**src/rtl/freq_meter_pkg.sv**
```systemverilog
// Shared encodings for the frequency meter: gate selections, their Hz
// scale factors and the measurement FSM states.
package freq_meter_pkg;

    typedef enum logic [1:0] {
        GATE_1S    = 2'b00,
        GATE_100MS = 2'b01,
        GATE_10MS  = 2'b10,
        GATE_1MS   = 2'b11
    } gate_sel_e;

    typedef enum logic [1:0] {
        ST_IDLE  = 2'b00,
        ST_GATE  = 2'b01,
        ST_LATCH = 2'b10
    } state_e;

    // Multiplier that turns an edge count over the gate into Hz.
    localparam int unsigned SCALE_1S    = 1;
    localparam int unsigned SCALE_100MS = 10;
    localparam int unsigned SCALE_10MS  = 100;
    localparam int unsigned SCALE_1MS   = 1000;
    localparam int unsigned SCALE_W     = 10;

    function automatic logic [SCALE_W-1:0] gate_scale(input logic [1:0] sel);
        logic [SCALE_W-1:0] scale;
        case (sel)
            GATE_1S:    scale = SCALE_W'(SCALE_1S);
            GATE_100MS: scale = SCALE_W'(SCALE_100MS);
            GATE_10MS:  scale = SCALE_W'(SCALE_10MS);
            default:    scale = SCALE_W'(SCALE_1MS);
        endcase
        return scale;
    endfunction

endpackage

```
**src/rtl/freq_meter_edge_sync.sv**
```systemverilog
// Two-flop synchronizer followed by a registered rising-edge detector.
// A transition on async_i produces a one-cycle rise_o pulse three clocks later.
module edge_sync (
    input  logic clk_i,
    input  logic rst_ni,
    input  logic async_i,
    output logic rise_o
);

    logic meta_q;
    logic sync_q;
    logic prev_q;
    logic rise_q;

    // Synchronize the input, remember its previous level and flag 0->1 steps.
    always_ff @(posedge clk_i or negedge rst_ni) begin
        if (!rst_ni) begin
            meta_q <= 1'b0;
            sync_q <= 1'b0;
            prev_q <= 1'b0;
            rise_q <= 1'b0;
        end else begin
            meta_q <= async_i;
            sync_q <= meta_q;
            prev_q <= sync_q;
            rise_q <= sync_q & ~prev_q;
        end
    end

    assign rise_o = rise_q;

endmodule

```
**src/rtl/freq_meter.sv**
```systemverilog
// Gated edge counter: counts rising edges of an asynchronous input over a
// 1 s / 100 ms / 10 ms / 1 ms window of CLK and reports count and Hz.
module freq_meter
    import freq_meter_pkg::*;
#(
    parameter int unsigned CLK_HZ = 50_000_000,
    parameter int unsigned CNT_W  = 32
) (
    input  logic             CLK,
    input  logic             RESET_N,
    input  logic             SIG,
    input  logic [1:0]       GATE_SEL,
    input  logic             START,
    input  logic             CONTINUOUS,
    output logic             BUSY,
    output logic             VALID,
    output logic [CNT_W-1:0] COUNT,
    output logic [CNT_W+9:0] FREQ_HZ,
    output logic             OVERFLOW,
    output logic [1:0]       GATE_USED
);

    localparam int unsigned FREQ_W = CNT_W + 10;
    localparam int unsigned GCNT_W = (CLK_HZ > 1) ? $clog2(CLK_HZ) : 1;

    // Gate length minus one, loaded on gate entry so the gate lasts N cycles.
    function automatic logic [GCNT_W-1:0] gate_len_m1(input logic [1:0] sel);
        logic [GCNT_W-1:0] len;
        case (sel)
            GATE_1S:    len = GCNT_W'(CLK_HZ - 1);
            GATE_100MS: len = GCNT_W'(CLK_HZ / 10 - 1);
            GATE_10MS:  len = GCNT_W'(CLK_HZ / 100 - 1);
            default:    len = GCNT_W'(CLK_HZ / 1000 - 1);
        endcase
        return len;
    endfunction

    // Full-width count-to-Hz conversion; the 10 extra bits hold a x1000 scale.
    function automatic logic [FREQ_W-1:0] scale_freq(input logic [CNT_W-1:0] cnt,
                                                     input logic [1:0]       sel);
        logic [FREQ_W-1:0] ext;
        ext = FREQ_W'(cnt);
        return ext * FREQ_W'(gate_scale(sel));
    endfunction

    logic              edge_pulse;
    state_e            state_q, state_d;
    logic              gate_load;
    logic [GCNT_W-1:0] gate_cnt_q, gate_cnt_d;
    logic [CNT_W-1:0]  edge_cnt_q, edge_cnt_d;
    logic              ovf_run_q, ovf_run_d;
    logic [1:0]        sel_q, sel_d;
    logic              valid_q, valid_d;
    logic [CNT_W-1:0]  count_q, count_d;
    logic [FREQ_W-1:0] freq_q, freq_d;
    logic              ovf_q, ovf_d;
    logic [1:0]        used_q, used_d;

    edge_sync u_sig_sync (
        .clk_i   (CLK),
        .rst_ni  (RESET_N),
        .async_i (SIG),
        .rise_o  (edge_pulse)
    );

    // Measurement sequencing: idle, count during the gate, latch for one cycle.
    always_comb begin
        state_d   = state_q;
        gate_load = 1'b0;
        case (state_q)
            ST_IDLE: begin
                if (START || CONTINUOUS) begin
                    state_d   = ST_GATE;
                    gate_load = 1'b1;
                end
            end
            ST_GATE: begin
                if (gate_cnt_q == '0) begin
                    state_d = ST_LATCH;
                end
            end
            ST_LATCH: begin
                if (CONTINUOUS) begin
                    state_d   = ST_GATE;
                    gate_load = 1'b1;
                end else begin
                    state_d = ST_IDLE;
                end
            end
            default: state_d = ST_IDLE;
        endcase
    end

    // Gate timer and edge counter; edges outside GATE are dropped. The
    // overflow flag marks an edge lost because the counter was already full.
    always_comb begin
        gate_cnt_d = gate_cnt_q;
        edge_cnt_d = edge_cnt_q;
        ovf_run_d  = ovf_run_q;
        sel_d      = sel_q;
        if (gate_load) begin
            gate_cnt_d = gate_len_m1(GATE_SEL);
            edge_cnt_d = '0;
            ovf_run_d  = 1'b0;
            sel_d      = GATE_SEL;
        end else if (state_q == ST_GATE) begin
            if (gate_cnt_q != '0) begin
                gate_cnt_d = gate_cnt_q - GCNT_W'(1);
            end
            if (edge_pulse) begin
                if (&edge_cnt_q) begin
                    ovf_run_d = 1'b1;
                end else begin
                    edge_cnt_d = edge_cnt_q + CNT_W'(1);
                end
            end
        end
    end

    // Result capture in the LATCH cycle; results hold until the next LATCH.
    always_comb begin
        valid_d = 1'b0;
        count_d = count_q;
        freq_d  = freq_q;
        ovf_d   = ovf_q;
        used_d  = used_q;
        if (state_q == ST_LATCH) begin
            valid_d = 1'b1;
            count_d = edge_cnt_q;
            freq_d  = scale_freq(edge_cnt_q, sel_q);
            ovf_d   = ovf_run_q;
            used_d  = sel_q;
        end
    end

    // State and counters; reset aborts any measurement in flight.
    always_ff @(posedge CLK or negedge RESET_N) begin
        if (!RESET_N) begin
            state_q    <= ST_IDLE;
            gate_cnt_q <= '0;
            edge_cnt_q <= '0;
            ovf_run_q  <= 1'b0;
            sel_q      <= 2'b00;
        end else begin
            state_q    <= state_d;
            gate_cnt_q <= gate_cnt_d;
            edge_cnt_q <= edge_cnt_d;
            ovf_run_q  <= ovf_run_d;
            sel_q      <= sel_d;
        end
    end

    // Published result registers.
    always_ff @(posedge CLK or negedge RESET_N) begin
        if (!RESET_N) begin
            valid_q <= 1'b0;
            count_q <= '0;
            freq_q  <= '0;
            ovf_q   <= 1'b0;
            used_q  <= 2'b00;
        end else begin
            valid_q <= valid_d;
            count_q <= count_d;
            freq_q  <= freq_d;
            ovf_q   <= ovf_d;
            used_q  <= used_d;
        end
    end

    assign BUSY      = (state_q != ST_IDLE);
    assign VALID     = valid_q;
    assign COUNT     = count_q;
    assign FREQ_HZ   = freq_q;
    assign OVERFLOW  = ovf_q;
    assign GATE_USED = used_q;

endmodule
```
**config.mk**
```make
export PLATFORM = sky130hd
export DESIGN_NAME = freq_meter
export DESIGN_NICKNAME = d
export VERILOG_FILES = /design/src/rtl/freq_meter_pkg.sv /design/src/rtl/freq_meter_edge_sync.sv /design/src/rtl/freq_meter.sv
export SDC_FILE = /design/constraint.sdc
export NUM_CORES = 1
export LEC_CHECK = 0
export BUFFER_PORTS_ARGS = -buffer_cell sky130_fd_sc_hd__buf_2
export CORE_MARGIN = 2
export CORE_UTILIZATION = 62
export CTS_CLUSTER_SIZE = 14
export DETAILED_ROUTE_END_ITERATION = 10
export MAX_ROUTING_LAYER = met4
export PLACE_DENSITY = 0.9
export SLEW_MARGIN = 30
export SYNTH_ARGS = -nofsm -noshare
export SYNTH_HDL_FRONTEND = slang
export SYNTH_SLANG_ARGS = --single-unit
```
**constraint.sdc**
```tcl
create_clock -name CLK -period 11.24 [get_ports CLK]
set_input_delay 3.372 -clock CLK [delete_from_list [all_inputs] [get_ports CLK]]
set_output_delay 3.372 -clock CLK [all_outputs]
set_load 0.01 [all_outputs]
```
# Yosys cells after proc, flatten, opt, wreduce, memory -nomap -nowiden
# Index checks and enable logic that the tools add are counted.
# word_totals
input_bits,7
ff_bits,145
out_inout_bits,79
wordCells,66
# op_classes
muxes,22
reduce_logical,16
multipliers,1
addsub,2
bitwise_logic,2
n_eq_ne,9
# ops
cell,n
2-to-1 mux 32 bit,4
2-to-1 mux 26 bit,3
case mux 26 bit (3 select lines),1
multiplier 32 x 10 -> 42 bit,1
adder 32 x 1 -> 32 bit (second input constant),1
AND reduction 32 bit,1
case mux 10 bit (3 select lines),1
logical NOT 26 bit,1
nonzero test 26 bit,1
subtractor 26 x 1 -> 26 bit (second input constant),1
2-to-1 mux 10 bit,1
nonzero test 2 bit,5
2-to-1 mux 1 bit,8
equality test 2 x 1 -> 1 bit (second input constant),3
equality test 2 bit (second input constant),3
logical NOT 2 bit,3
inequality test 2 bit (second input constant),3
case mux 2 bit (3 select lines),1
AND reduction 3 bit,2
2-to-1 mux 2 bit,2
AND reduction 2 bit,2
case mux 1 bit (2 select lines),1
AND 1 bit,1
logical OR 1 bit,1
NOT 1 bit,1

# Longest topological paths before layout
# depth
depth_word,5
ltp_mapped,23
depth_no_buf,20

# Hierarchy
# From an unflattened synthesis, not the netlist that was laid out.
# hier_totals
cells_unflattened,1723
area_unflattened_um2,15257.1
# modules_own_cells
mod,cells_per_inst,instances,area_each_um2
freq_meter,1718,1,15143.3
edge_sync,5,1,113.9

# Worst setup path before layout
# Ideal clock, no wire load.
# synth_timing
path_kind,register -> register
from,reg sel_q[0]
to,"reg freq_q[39], in the netlist FREQ_HZ[39]"
slack_ps,5125
path_stages_with_launch,21
required_time_ps,11124
t_arrival_ps,5999
setup_time_ps,116
period_less_slack_ps,6115
path_cell_list,dfrtp_1 > clkbuf_1 > nor2b_1 > clkbuf_1 > nand2_1 > fa_1 > inv_1 > fa_1 > fa_1 > fa_1 > inv_1 > fa_1 > inv_1 > ha_1 > a211oi_1 > o21bai_1 > or2_2 > o21ai_1 > a21oi_1 > or4_1 > o311ai_0
# synth_between
elab_chain_len,4
elab_cells_between_ends,6
# synth_rtl
element,line_no,source
"start, declared",freq_meter.sv:52,"logic [1:0] sel_q, sel_d;"
"start signal, assigned",freq_meter.sv:149,sel_q <= sel_d;
"equality test 2 bit, or another cell as far along",freq_meter_pkg.sv:27,case (sel)
case mux 10 bit (3 select lines) (*),freq_meter_pkg.sv:27,
2-to-1 mux 10 bit (*),freq_meter.sv:127,if (state_q == ST_LATCH) begin
multiplier 32 x 10 -> 42 bit (*),freq_meter.sv:43,return ext * FREQ_W'(gate_scale(sel));
"end signal, assigned",freq_meter.sv:164,freq_q <= freq_d;
"end, declared",freq_meter.sv:55,"logic [FREQ_W-1:0] freq_q, freq_d;"
# Every way passes the cells marked *; elsewhere a longest branch is shown, timed or not. The select of a mux whose other input is x is not followed.
# A chain may end at the register's enable or synchronous reset.

# Worst setup path in the final report
# Same ends and word-level chain as after synthesis.

==> summary.md <==
| Metric | Value |
|---|---|
| H-tree levels | `4` |
| Run status | `complete, no violations` |
| Grt total ovfl | `0` |
| Crit path cell chain | `buf_4, nor2b_2, nand2_1, fa_1, inv_1, fa_1, fa_1, fa_1, inv_1, fa_1, inv_1, ha_1, a211oi_1, o21bai_1, or2_2, o21ai_1, a21oi_1, or4_1, o311ai_0` |
| Worst-skew pair later-pin latency | `0.45 ns` |
| Worst-case vdd ir drop | `0.103 mV` |
| Slowest cell on crit path | `nor2b_2` |
| Crit path arrival time | `7.45 ns` |
| Clock Skews | `0.0238 ns` |
| Max frequency | `140 MHz` |
| Die area | `0.0267 mm2` |
| Post-layout min period | `7.13 ns` |
| Critical path class | `register to register` |
| CP Data Required Time | `11.57 ns` |
| Number of flops mapped to enable cells by yosys | `0` |
| Core area | `0.0250 mm2` |
| First-pass GRT wire length | `68.6 mm` |
| DRC viols | `0` |
| RSZ-0062 raised after global routing | `false` |
| Wirelength per Cell | `19.0 um` |
| Total power | `1.79 mW` |
| Util after Layout | `67.4%` |
| Setup violators final | `0` |
| Worst slew pin tran | `1.09 ns` |
| Hold_ws | `0.357 ns` |
| Post-CTS setup buffer count | `0` |
| Leak | `8.80 nW` |
| Post-Syn Area | `0.0157 mm2` |
| Share of post-route cells with drive strength above 1 | `9.51%` |
| Cell Int Power | `1.08 mW` |
| Ant diodes | `0` |
| Vias in the first global route | `13800` |
| Antenna-violating nets left | `0` |
| Placed cells | `2127` |
| Vias | `13200` |
| Buffers on Ports | `85` |
| Final RePlAce weighted congestion | `0.947` |
| CP Max Fanout | `57` |
| Initial antenna violation count | `0` |
| HP Class | `register to register` |
| Top Ports | `86` |
| Avg Inst Size Synth | `8.69 um2` |
| Inserted Clock Buffers | `17` |
| Crit path largest cell delay | `0.71 ns` |
| Clock sinks | `145` |
| Detailed Place HPWL | `29.0 mm` |
| Total power density per cell area | `106 mW/mm2` |
| Psw | `0.709 mW` |
| CTS Hold Bufs | `0` |
| Clock Power Share | `34.4%` |
| Max-cap violations | `0` |
| Flop pwr share | `35.7%` |
| Syn. warnings | `0` |
| Die X | `163 um` |
| # rows | `58` |
| Root buf cell | `clkbuf_16` |
| Combinational share of power | `29.9%` |
| Fin. max-slew vios | `0` |
| Effective utilization at floorplan | `62.8%` |
| Synthesized net count | `2123` |
| Synth Instances | `1809` |
| Most frequent CP cell | `fa_1` |
| Setup TNS Final | `0 ns` |
| Vias per cell | `6.11` |
| Synth Register Bits | `145` |
| Final hold violations | `0` |
| Sw frac | `39.6%` |
| 1st-pass router iterations | `6` |
| Starting DRT DRC Count | `1377` |
| CP Capture Type | `register` |
| Period utilization | `63.4%` |
| Layout Cells excl Fill | `2159` |
| CTS Buffer Depth | `2` |
| Max transition margin | `26.8%` |
| Most used DFF post-synth | `dfrtp_1` |
| GRT Total Usage | `33.9%` |
| Fin nets | `2130` |
| Register-to-register setup slack | `4.11 ns` |
| Startpoint Class | `register` |
| Seq/Total Area, Yosys | `23.1%` |
| Distinct cell type count after synthesis | `63` |
| Largest net degree at the start of global routing | `77` |
| Resized cells post-CTS | `0` |
| Die Span Y | `163 um` |
| CTS tree | `done` |
| Async SR Flop Fraction | `100%` |
| Routed wire length | `41.1 mm` |
| Worst-path clk slew | `0.07 ns` |
| Area Overhead vs Synth | `7.36%` |
## logic make-up after synthesis
group	count (synthesis)	share of synthesized area, %
AOI/OAI and AO/OA	279	11.0
xor gates and xnor gates	80	4.46
adders and majority gates	307	33.4
buffers and inverters	325	7.85
DFF	145	23.1
muxes	4	0.255
and+or+nand+nor	669	19.9
## state kept, by name, summed over array words and instances, names as in the netlist, 2 cells and up
name and flops:
COUNT 32, FREQ_HZ 42, GATE_USED 2, edge_cnt_q 32
gate_cnt_q 26, sel_q 2, state_q 2
## metrics by stage
stage          instance area, um2  setup WS (ns)
2_1_floorplan               15700           5.13
3_3_place_gp                16300           4.24
3_5_place_dp                16300           4.01
4_1_cts                     16900           3.95
5_1_grt                     16900           3.81
6_report                    16900           4.11
## worst max-delay path, delay by kind of cell, from the launching register on
kind	cells	cell delay, ns
simple gates	4	1.70
compound gates	5	1.26
flops	1	0.32
buf+inv	4	0.68
fa+ha+maj	6	3.02
## synth_stat cells (21+ instances only)
cell | number | area, um2
nand2_1 | 323 | 1210
inv_1 | 217 | 815
fa_1 | 188 | 3760
dfrtp_1 | 145 | 3630
ha_1 | 119 | 1490
clkbuf_1 | 100 | 375
a21oi_1 | 90 | 450
nor2_1 | 83 | 312
o21ai_0 | 77 | 385
and2_1 | 53 | 332
xnor2_1 | 46 | 403
nand3_1 | 42 | 210
xor2_1 | 34 | 298
nor3_1 | 33 | 165
or2_2 | 27 | 169
a21o_1 | 23 | 173
nand4_1 | 21 | 131
## layout by cell type (no fill, tap or decap), drive strengths merged, types with 10 or more instances in the layout
cell type / count
or3: 12
o21a: 10
nand3: 42
clkbuf: 17
nor2: 83
fa: 188
dfrtp: 145
nor3: 33
inv: 225
nand4: 21
nor4: 14
or2: 27
xor2: 34
buf: 96
o21ai: 78
and2: 53
a21oi: 90
ha: 119
and3: 21
xnor2: 46
a21o: 23
nand2: 324
a211oi: 10
## cell type report
cell class	count	area [um2]
Inverter	217	815
Fill cell	1929	8150
Clock inverter	15	188
Tap cell	330	413
Multi-Input combinational cell	1339	10900
Timing Repair Buffer	96	518
Clock buffer	17	425
Sequential cell	145	3630
## final timing paths
kind,start,to,cells after the start
min in group asynchronous,RESET_N,COUNT[2],1
hold / removal,u_sig_sync.meta_q,u_sig_sync.sync_q,0
setup reg to reg,sel_q[0],FREQ_HZ[39],19
max in group asynchronous,RESET_N,FREQ_HZ[27],2
hold reg to reg,u_sig_sync.meta_q,u_sig_sync.sync_q,0
setup / recovery,sel_q[0],FREQ_HZ[39],19
## power by group through the flow
stage                     logic (mW)  registers, mW  clock network, mW
final                          0.536          0.640              0.617
after global routing           0.601          0.648              0.642
after CTS                      0.529          0.637              0.620
after detailed placement       0.519          0.646                  0
after global placement         0.495          0.643                  0
after floorplan                0.417          0.604                  0
## per-layer routing
layer  vias to the layer above  global-route usage, %  wire [um]
li1                       5882                      -          -
met4                         0                   14.1       1630
met1                      6418                   42.7      16200
met5                         -                      -          0
met2                       727                   52.0      19200
met3                       169                   9.07       4050
(Power assumes the default switching activity.)
